`config.mk`:
```
export PLATFORM = sky130hd
export DESIGN_NAME = trip_ctrl_flat
export DESIGN_NICKNAME = d
export VERILOG_FILES = /design/src/rtl/trip_ctrl_if.sv /design/src/rtl/trip_ctrl.sv /design/src/flat_wrapper.sv
export SDC_FILE = /design/constraint.sdc
export NUM_CORES = 1
export LEC_CHECK = 0
export CORE_MARGIN = 2
export CORE_UTILIZATION = 40
export CTS_BUF_LIST = sky130_fd_sc_hd__clkbuf_2
export DETAILED_ROUTE_END_ITERATION = 10
export SYNTH_ARGS = -nofsm -noshare
export SYNTH_HDL_FRONTEND = slang
export SYNTH_SLANG_ARGS = --single-unit
```
`constraint.sdc`:
```
create_clock -name sys_clk -period 2.7 [get_ports sys_clk]
set_clock_uncertainty 0.1 [all_clocks]
set_input_delay 0.54 -clock sys_clk [delete_from_list [all_inputs] [get_ports sys_clk]]
set_output_delay 0.54 -clock sys_clk [all_outputs]
set_load 0.1 [all_outputs]
```
`src/rtl/trip_ctrl_if.sv`:
```
// Taxi trip controller bus: three raw active-low keys in, FSM state and
// datapath control strobes out.
interface trip_ctrl_if;
    logic       start_key;
    logic       wait_key;
    logic       end_key;
    logic [1:0] state;
    logic       clr;
    logic       dist_en;
    logic       wait_en;
    logic       freeze;
    logic       seg_en;
    logic [1:0] disp_sel;

    modport master (
        output start_key, wait_key, end_key,
        input  state, clr, dist_en, wait_en, freeze, seg_en, disp_sel
    );

    modport slave (
        input  start_key, wait_key, end_key,
        output state, clr, dist_en, wait_en, freeze, seg_en, disp_sel
    );
endinterface

```
`src/rtl/trip_ctrl.sv`:
```
// Taxi trip controller: debounces the start/wait/end keys, runs the trip
// FSM (IDLE/DRIVE/WAIT/SETTLE) and, while settling, cycles the display page
// every DISP_SEC seconds and falls back to IDLE after SETTLE_SEC seconds.
module trip_ctrl #(
    parameter logic [19:0] CNT_MAX    = 20'd999_999,
    parameter logic [25:0] Freq       = 26'd50_000_000,
    parameter int          DISP_SEC   = 3,
    parameter int          SETTLE_SEC = 30
) (
    input  logic       sys_clk,
    input  logic       sys_rst_n,
    trip_ctrl_if.slave bus
);

    typedef enum logic [1:0] {
        S_IDLE   = 2'd0,
        S_DRIVE  = 2'd1,
        S_WAIT   = 2'd2,
        S_SETTLE = 2'd3
    } tripState_t;

    localparam logic [7:0]  DISP_LAST   = 8'(DISP_SEC - 1);
    localparam logic [7:0]  SETTLE_LAST = 8'(SETTLE_SEC - 1);
    localparam logic [25:0] TICK_LAST   = Freq - 26'd1;

    // Key index 0 = start, 1 = wait, 2 = end
    logic [2:0]        w_keyN;
    logic [2:0][19:0]  r_keyCnt;
    logic [2:0]        r_keyLatched;
    logic [2:0]        r_keyFlag;

    tripState_t        r_state;
    logic              r_clr;
    logic              r_distEn;
    logic              r_waitEn;
    logic              r_freeze;
    logic              r_segEn;
    logic [1:0]        r_dispSel;

    logic [25:0]       r_secTimer;
    logic [7:0]        r_secs;
    logic [7:0]        r_pageCnt;

    logic              w_startFlag;
    logic              w_waitFlag;
    logic              w_endFlag;
    logic              w_secTick;
    logic              w_timeout;
    logic              w_leaveSettle;

    assign w_keyN      = {bus.end_key, bus.wait_key, bus.start_key};
    assign w_startFlag = r_keyFlag[0];
    assign w_waitFlag  = r_keyFlag[1];
    assign w_endFlag   = r_keyFlag[2];

    assign w_secTick     = (r_state == S_SETTLE) && (r_secTimer == TICK_LAST);
    assign w_timeout     = w_secTick && (r_secs == SETTLE_LAST);
    assign w_leaveSettle = (r_state == S_SETTLE) && (w_startFlag || w_timeout);

    // Debounce: count cycles held low, fire one flag the cycle after the count saturates, re-arm only on release
    always_ff @(posedge sys_clk or negedge sys_rst_n) begin
        if (!sys_rst_n) begin
            r_keyCnt     <= '0;
            r_keyLatched <= '0;
            r_keyFlag    <= '0;
        end else begin
            for (int k = 0; k < 3; k++) begin
                if (w_keyN[k]) begin
                    r_keyCnt[k]     <= '0;
                    r_keyLatched[k] <= 1'b0;
                    r_keyFlag[k]    <= 1'b0;
                end else begin
                    if (r_keyCnt[k] != CNT_MAX) begin
                        r_keyCnt[k] <= r_keyCnt[k] + 20'd1;
                    end
                    r_keyFlag[k] <= (r_keyCnt[k] == CNT_MAX) && !r_keyLatched[k];
                    if (r_keyCnt[k] == CNT_MAX) begin
                        r_keyLatched[k] <= 1'b1;
                    end
                end
            end
        end
    end

    // One-second prescaler, running only while settling and restarting from zero on every entry
    always_ff @(posedge sys_clk or negedge sys_rst_n) begin
        if (!sys_rst_n) begin
            r_secTimer <= '0;
        end else if ((r_state != S_SETTLE) || w_leaveSettle || w_secTick) begin
            r_secTimer <= '0;
        end else begin
            r_secTimer <= r_secTimer + 26'd1;
        end
    end

    // Trip FSM with registered strobes, plus the settle seconds/page bookkeeping that shares its exits
    always_ff @(posedge sys_clk or negedge sys_rst_n) begin
        if (!sys_rst_n) begin
            r_state   <= S_IDLE;
            r_clr     <= 1'b0;
            r_distEn  <= 1'b0;
            r_waitEn  <= 1'b0;
            r_freeze  <= 1'b0;
            r_segEn   <= 1'b0;
            r_dispSel <= 2'd0;
            r_secs    <= 8'd0;
            r_pageCnt <= 8'd0;
        end else begin
            r_clr <= 1'b0;
            case (r_state)
                S_IDLE: begin
                    if (w_startFlag) begin
                        r_state  <= S_DRIVE;
                        r_clr    <= 1'b1;
                        r_distEn <= 1'b1;
                        r_segEn  <= 1'b1;
                    end
                end
                S_DRIVE: begin
                    if (w_endFlag) begin
                        r_state   <= S_SETTLE;
                        r_distEn  <= 1'b0;
                        r_freeze  <= 1'b1;
                        r_dispSel <= 2'd0;
                        r_secs    <= 8'd0;
                        r_pageCnt <= 8'd0;
                    end else if (w_waitFlag) begin
                        r_state  <= S_WAIT;
                        r_distEn <= 1'b0;
                        r_waitEn <= 1'b1;
                    end
                end
                S_WAIT: begin
                    if (w_endFlag) begin
                        r_state   <= S_SETTLE;
                        r_waitEn  <= 1'b0;
                        r_freeze  <= 1'b1;
                        r_dispSel <= 2'd0;
                        r_secs    <= 8'd0;
                        r_pageCnt <= 8'd0;
                    end else if (w_waitFlag) begin
                        r_state  <= S_DRIVE;
                        r_waitEn <= 1'b0;
                        r_distEn <= 1'b1;
                    end
                end
                S_SETTLE: begin
                    if (w_startFlag) begin
                        r_state   <= S_DRIVE;
                        r_clr     <= 1'b1;
                        r_freeze  <= 1'b0;
                        r_distEn  <= 1'b1;
                        r_dispSel <= 2'd0;
                    end else if (w_timeout) begin
                        r_state   <= S_IDLE;
                        r_clr     <= 1'b1;
                        r_freeze  <= 1'b0;
                        r_segEn   <= 1'b0;
                        r_dispSel <= 2'd0;
                    end else if (w_secTick) begin
                        r_secs <= r_secs + 8'd1;
                        if (r_pageCnt == DISP_LAST) begin
                            r_pageCnt <= 8'd0;
                            r_dispSel <= (r_dispSel == 2'd2) ? 2'd0 : r_dispSel + 2'd1;
                        end else begin
                            r_pageCnt <= r_pageCnt + 8'd1;
                        end
                    end
                end
                default: begin
                    r_state   <= S_IDLE;
                    r_distEn  <= 1'b0;
                    r_waitEn  <= 1'b0;
                    r_freeze  <= 1'b0;
                    r_segEn   <= 1'b0;
                    r_dispSel <= 2'd0;
                end
            endcase
        end
    end

    assign bus.state    = r_state;
    assign bus.clr      = r_clr;
    assign bus.dist_en  = r_distEn;
    assign bus.wait_en  = r_waitEn;
    assign bus.freeze   = r_freeze;
    assign bus.seg_en   = r_segEn;
    assign bus.disp_sel = r_dispSel;

endmodule

```
`src/flat_wrapper.sv`:
```
// flat-port wrapper written by rule: the top's interface ports become plain ports
module trip_ctrl_flat 
#(
    parameter logic [19:0] CNT_MAX    = 20'd999_999,
    parameter logic [25:0] Freq       = 26'd50_000_000,
    parameter int          DISP_SEC   = 3,
    parameter int          SETTLE_SEC = 30
)
  (sys_clk, sys_rst_n, bus_start_key, bus_wait_key, bus_end_key, bus_state, bus_clr, bus_dist_en, bus_wait_en, bus_freeze, bus_seg_en, bus_disp_sel);
  trip_ctrl_if bus_i ();
  input  logic sys_clk;
  input  logic sys_rst_n;
  input wire logic [$bits(bus_i.start_key)-1:0] bus_start_key;
  input wire logic [$bits(bus_i.wait_key)-1:0] bus_wait_key;
  input wire logic [$bits(bus_i.end_key)-1:0] bus_end_key;
  output wire logic [$bits(bus_i.state)-1:0] bus_state;
  output wire logic [$bits(bus_i.clr)-1:0] bus_clr;
  output wire logic [$bits(bus_i.dist_en)-1:0] bus_dist_en;
  output wire logic [$bits(bus_i.wait_en)-1:0] bus_wait_en;
  output wire logic [$bits(bus_i.freeze)-1:0] bus_freeze;
  output wire logic [$bits(bus_i.seg_en)-1:0] bus_seg_en;
  output wire logic [$bits(bus_i.disp_sel)-1:0] bus_disp_sel;
  assign bus_i.start_key = bus_start_key;
  assign bus_i.wait_key = bus_wait_key;
  assign bus_i.end_key = bus_end_key;
  assign bus_state = bus_i.state;
  assign bus_clr = bus_i.clr;
  assign bus_dist_en = bus_i.dist_en;
  assign bus_wait_en = bus_i.wait_en;
  assign bus_freeze = bus_i.freeze;
  assign bus_seg_en = bus_i.seg_en;
  assign bus_disp_sel = bus_i.disp_sel;
  trip_ctrl #(.CNT_MAX(CNT_MAX), .Freq(Freq), .DISP_SEC(DISP_SEC), .SETTLE_SEC(SETTLE_SEC)) u_core (.sys_clk(sys_clk), .sys_rst_n(sys_rst_n), .bus(bus_i));
endmodule
```
==> key figures <==
Global routing
  – Vias in the first global route: approximately 4.6k
  – GRT Util Overall: 0.164
  – Gr ovfl total: 0
  – Initial antenna violation count: 1
  – Global-route wire length before repair: 21.6 mm
  – Pin count of the biggest net entering global routing: between 40 and 50

Final layout
  – Fillers: around 1.4k
  – Area delta synth->final: 11.5%
  – Util after Layout: 0.450
  – Net count, final: around 690
  – Layout cells sized above 1: 0.113
  – Final non-filler cell total: around 870
  – Design Area, Final: 6760 µm²

Timing
  – Final Max Tran Viols: 0
  – Final hold vios: 0
  – Final Cycle Share: 0.894
  – Fin crit period: between 2 and 2.5 ns
  – Unrepaired setup endpoints after global routing: false
  – Fmax: roughly 0.41 GHz
  – Setup Viol. Count Final: 0
  – Worst Tran Pin Value: around 0.71 ns
  – TNS Setup: 0 ns
  – Max_slew headroom: 0.521
  – Worst setup margin: about 0.29 ns

Placed design
  – Post-DP HPWL: 8.61 mm
  – Pre-CTS WS: roughly 0.32 ns
  – Placed Cells: 839
  – Number of port buffers: 13
  – Area after DPL: 6480 µm²
  – GP Congestion: just under 0.9

Routing
  – DR vias/cell: 5.47
  – DR WL/cell: 14.3 µm
  – Post-route ant nets: 0
  – Routed WL: 12.5 mm
  – DRC violations left: 0
  – Starting DRT DRC Count: 432
  – DR pass1 iterations: 5
  – Via count: 4772

Worst setup path
  – Worst R2R Path Depth: 7
  – Delay-heaviest family, CP: simple AND/OR/NAND/NOR gates
  – Crit path max-delay cell type: nor3_1
  – Worst path buffer plus inverter count: 1
  – Crit path capture type: register
  – Worst EP required: 3.21 ns
  – Slowest stage delay, CP: 0.59 ns
  – RR Endpoint: u_core.r_pageCnt[4]
  – R2R Setup Slk: about 0.29 ns
  – Reg2reg start: u_core.bus.state[0]
  – Crit path launch type: register
  – CP Cell Sequence: inv_1 > ha_1 > nand2b_1 > nand3b_1 > nor3_1 > and3_1 > o22a_1
  – Worst EP arrival: just under 3 ns
  – Crit path max fanout: 8
  – Crit Path Class: reg2reg

Yosys
  – Cells after Synth: 638
  – Top_reg_cell synth: dfrtp_1
  – Ys async rst share: 1.00
  – Yosys reg bits: 117
  – Synth warn: 0
  – Avg Cell Area, Syn: 9.50 µm²
  – Sequential share of the synthesized area: 0.483
  – Post-Syn Area: between 6000 and 7000 µm²
  – EDFF count, synth: 0
  – Cell variety after synth: 66
  – Synthesized Nets: 656

Floorplanning
  – Starting Density: 0.403
  – Die W: 127 µm
  – Placement Rows: 45
  – Die Y: 127 µm
  – Ports: 14
  – Die area: 16200 µm²
  – Core area: 15000 µm²

Pwr
  – Sequential Power Share: 0.455
  – Psw: 1.35 mW
  – LEAKAGE: 2.81 nW
  – Max VDD drop: between 200 and 300 µV
  – Clock network power share: 0.313
  – Power share of the combinational group: 0.232
  – P_int: 2.70 mW
  – Sw Ratio: 0.334
  – Power Density: roughly 600 nW/µm²

Clock tree
  – Htree depth: 4
  – Root buffer cell: clkbuf_2
  – CTS tree: yes
  – CTS Buffer Depth: 2
  – CTS Buf Count: 17
  – Clock latency on the worst-skew pair: 0.68 ns
  – Sink Count: 117
  – Post-CTS resize count: 0
  – Clock slew at the register clock pins of the worst setup and hold paths: roughly 0.19 ns

Outcome
  – Outcome: completed

Min path
  – Hold crit path type: in2async

Run
  – Max-cap violations: 0
-- Yosys cell counts, types with 3 or more instances --
library cell | number | area (µm²)
dfrtp_1 | 117 | 2930
nor2_1 | 87 | 327
nand2_1 | 39 | 146
nand3_1 | 35 | 175
xor2_1 | 31 | 272
o21ai_0 | 30 | 150
xnor2_1 | 29 | 254
a21oi_1 | 24 | 120
nor3_1 | 24 | 120
inv_1 | 22 | 82.6
and3_1 | 19 | 119
nand4_1 | 19 | 119
clkbuf_1 | 17 | 63.8
a31oi_1 | 16 | 100
or3_1 | 16 | 100
ha_1 | 13 | 163
nor4_1 | 11 | 68.8
nand2b_1 | 9 | 56.3
or4_1 | 7 | 52.6
and4_1 | 5 | 43.8
mux2i_1 | 5 | 50.1
o31ai_1 | 4 | 30.0
and2_1 | 3 | 18.8
nand3b_1 | 3 | 22.5
nand4b_1 | 3 | 26.3
o31a_1 | 3 | 26.3
-- through the flow --
| stage | hold slack (ns) | power, mW |
|---|---|---|
| after floorplan | 0.144 | 2.51 |
| after global placement | 0.318 | 2.80 |
| after detailed placement | 0.327 | 2.82 |
| after CTS | 0.190 | 4.11 |
| after global routing | 0.202 | 4.29 |
| final | 0.251 | 4.05 |
-- worst max path at each step --
stage / startpoint / end / slack, ns / depth (start not counted)
after detailed placement: u_core.r_secTimer[10] / u_core.r_pageCnt[1] / 0.32 / 5
after global placement: u_core.r_secTimer[0] / u_core.r_pageCnt[5] / 0.38 / 6
after CTS: u_core.r_secTimer[10] / u_core.r_pageCnt[1] / 0.28 / 5
final: u_core.bus.state[0] / u_core.r_pageCnt[4] / 0.29 / 7
after global routing: u_core.bus.state[0] / u_core.r_pageCnt[4] / 0.12 / 7
after floorplan: u_core.bus.state[1] / u_core.bus.state[0] / 0.02 / 7
-- flip-flops by register name (all words and copies together) (netlist names) --
signal / flops
u_core.bus.state: 2
u_core.r_secTimer: 26
u_core.r_secs: 8
u_core.bus.dist_en: 1
u_core.bus.freeze: 1
u_core.bus.disp_sel: 2
u_core.r_keyLatched: 3
u_core.r_keyCnt: 60
u_core.r_keyFlag: 3
u_core.bus.clr: 1
u_core.bus.wait_en: 1
u_core.r_pageCnt: 8
u_core.bus.seg_en: 1
-- worst reg2reg max path: cells and delay by family (launching register included) --
| kind | cells | cell delay [ns] |
|---|---|---|
| and+or+nand+nor | 4 | 1.18 |
| DFF | 1 | 0.44 |
| adders and majority gates | 1 | 0.40 |
| AOI/OAI and AO/OA | 1 | 0.13 |
| buffers and inverters | 1 | 0.10 |
-- cells by family (layout without fill, tap and decap cells) --
kind of cell	Yosys count	after routing	synth area share
flops	117	117	0.483
xor+xnor	60	60	0.0867
mux	8	8	0.0144
fa+ha+maj	13	13	0.0268
simple gates	301	301	0.261
other cells	0	1	0
buf+inv	42	88	0.0277
compound gates	97	97	0.100
-- area by class of cell --
class                   instances  area (µm²)  area share
multi-input cells             479        2970       0.439
flip-flops and latches        117        2930       0.434
repair buffers                 34         278      0.0411
well taps                     188         235      0.0348
clock inverters                11         158      0.0233
clock buffers                  21         105      0.0155
inverters                      22        82.6      0.0122
diodes                          1        2.50    0.000370
-- per-layer routing --
| metal | track usage | vias up | routed length [µm] |
|---|---|---|---|
| met1 | 0.217 | 2332 | 6000 |
| met4 | 0.0627 | 0 | 148 |
| met2 | 0.253 | 77 | 5810 |
| met5 | 0 | - | 0 |
| li1 | - | 2350 | - |
| met3 | 0.0536 | 13 | 566 |
-- power by group through the flow --
stage / clock, mW / sequential (mW) / combinational, mW
after global routing: 1.40 / 1.85 / 1.04
after detailed placement: 0 / 1.88 / 0.944
after floorplan: 0 / 1.98 / 0.531
final: 1.27 / 1.84 / 0.941
after CTS: 1.32 / 1.84 / 0.948
after global placement: 0 / 1.87 / 0.931
-- placed cells by master (no fill, tap or decap), drive strengths merged, types with 2 or more instances in the layout --
master	n
nand2b	9
clkbuf	21
nand4b	3
a21o	2
a31oi	16
nand3	35
nand4	19
o211ai	2
clkdlybuf4s50	3
o21ai	30
nand3b	3
nor4	12
mux2i	5
o31ai	4
nor3	25
xnor2	29
mux2	3
or4b	2
xor2	31
and3	19
dfrtp	117
or4	8
bufinv	4
clkinv	6
nor4bb	2
o2111ai	2
and2	3
nand2	40
ha	13
nor2	87
and4	7
o31a	3
buf	30
a21oi	24
inv	22
or2	2
or3	17
a211oi	2
-- repair_timing --
item | in CTS | in global routing
endpoints found under the hold margin | 36 | 0
hold buffers | 1 | 0
buffers inserted | 0 | 0
Note: power is estimated with default switching activity, not from simulation.
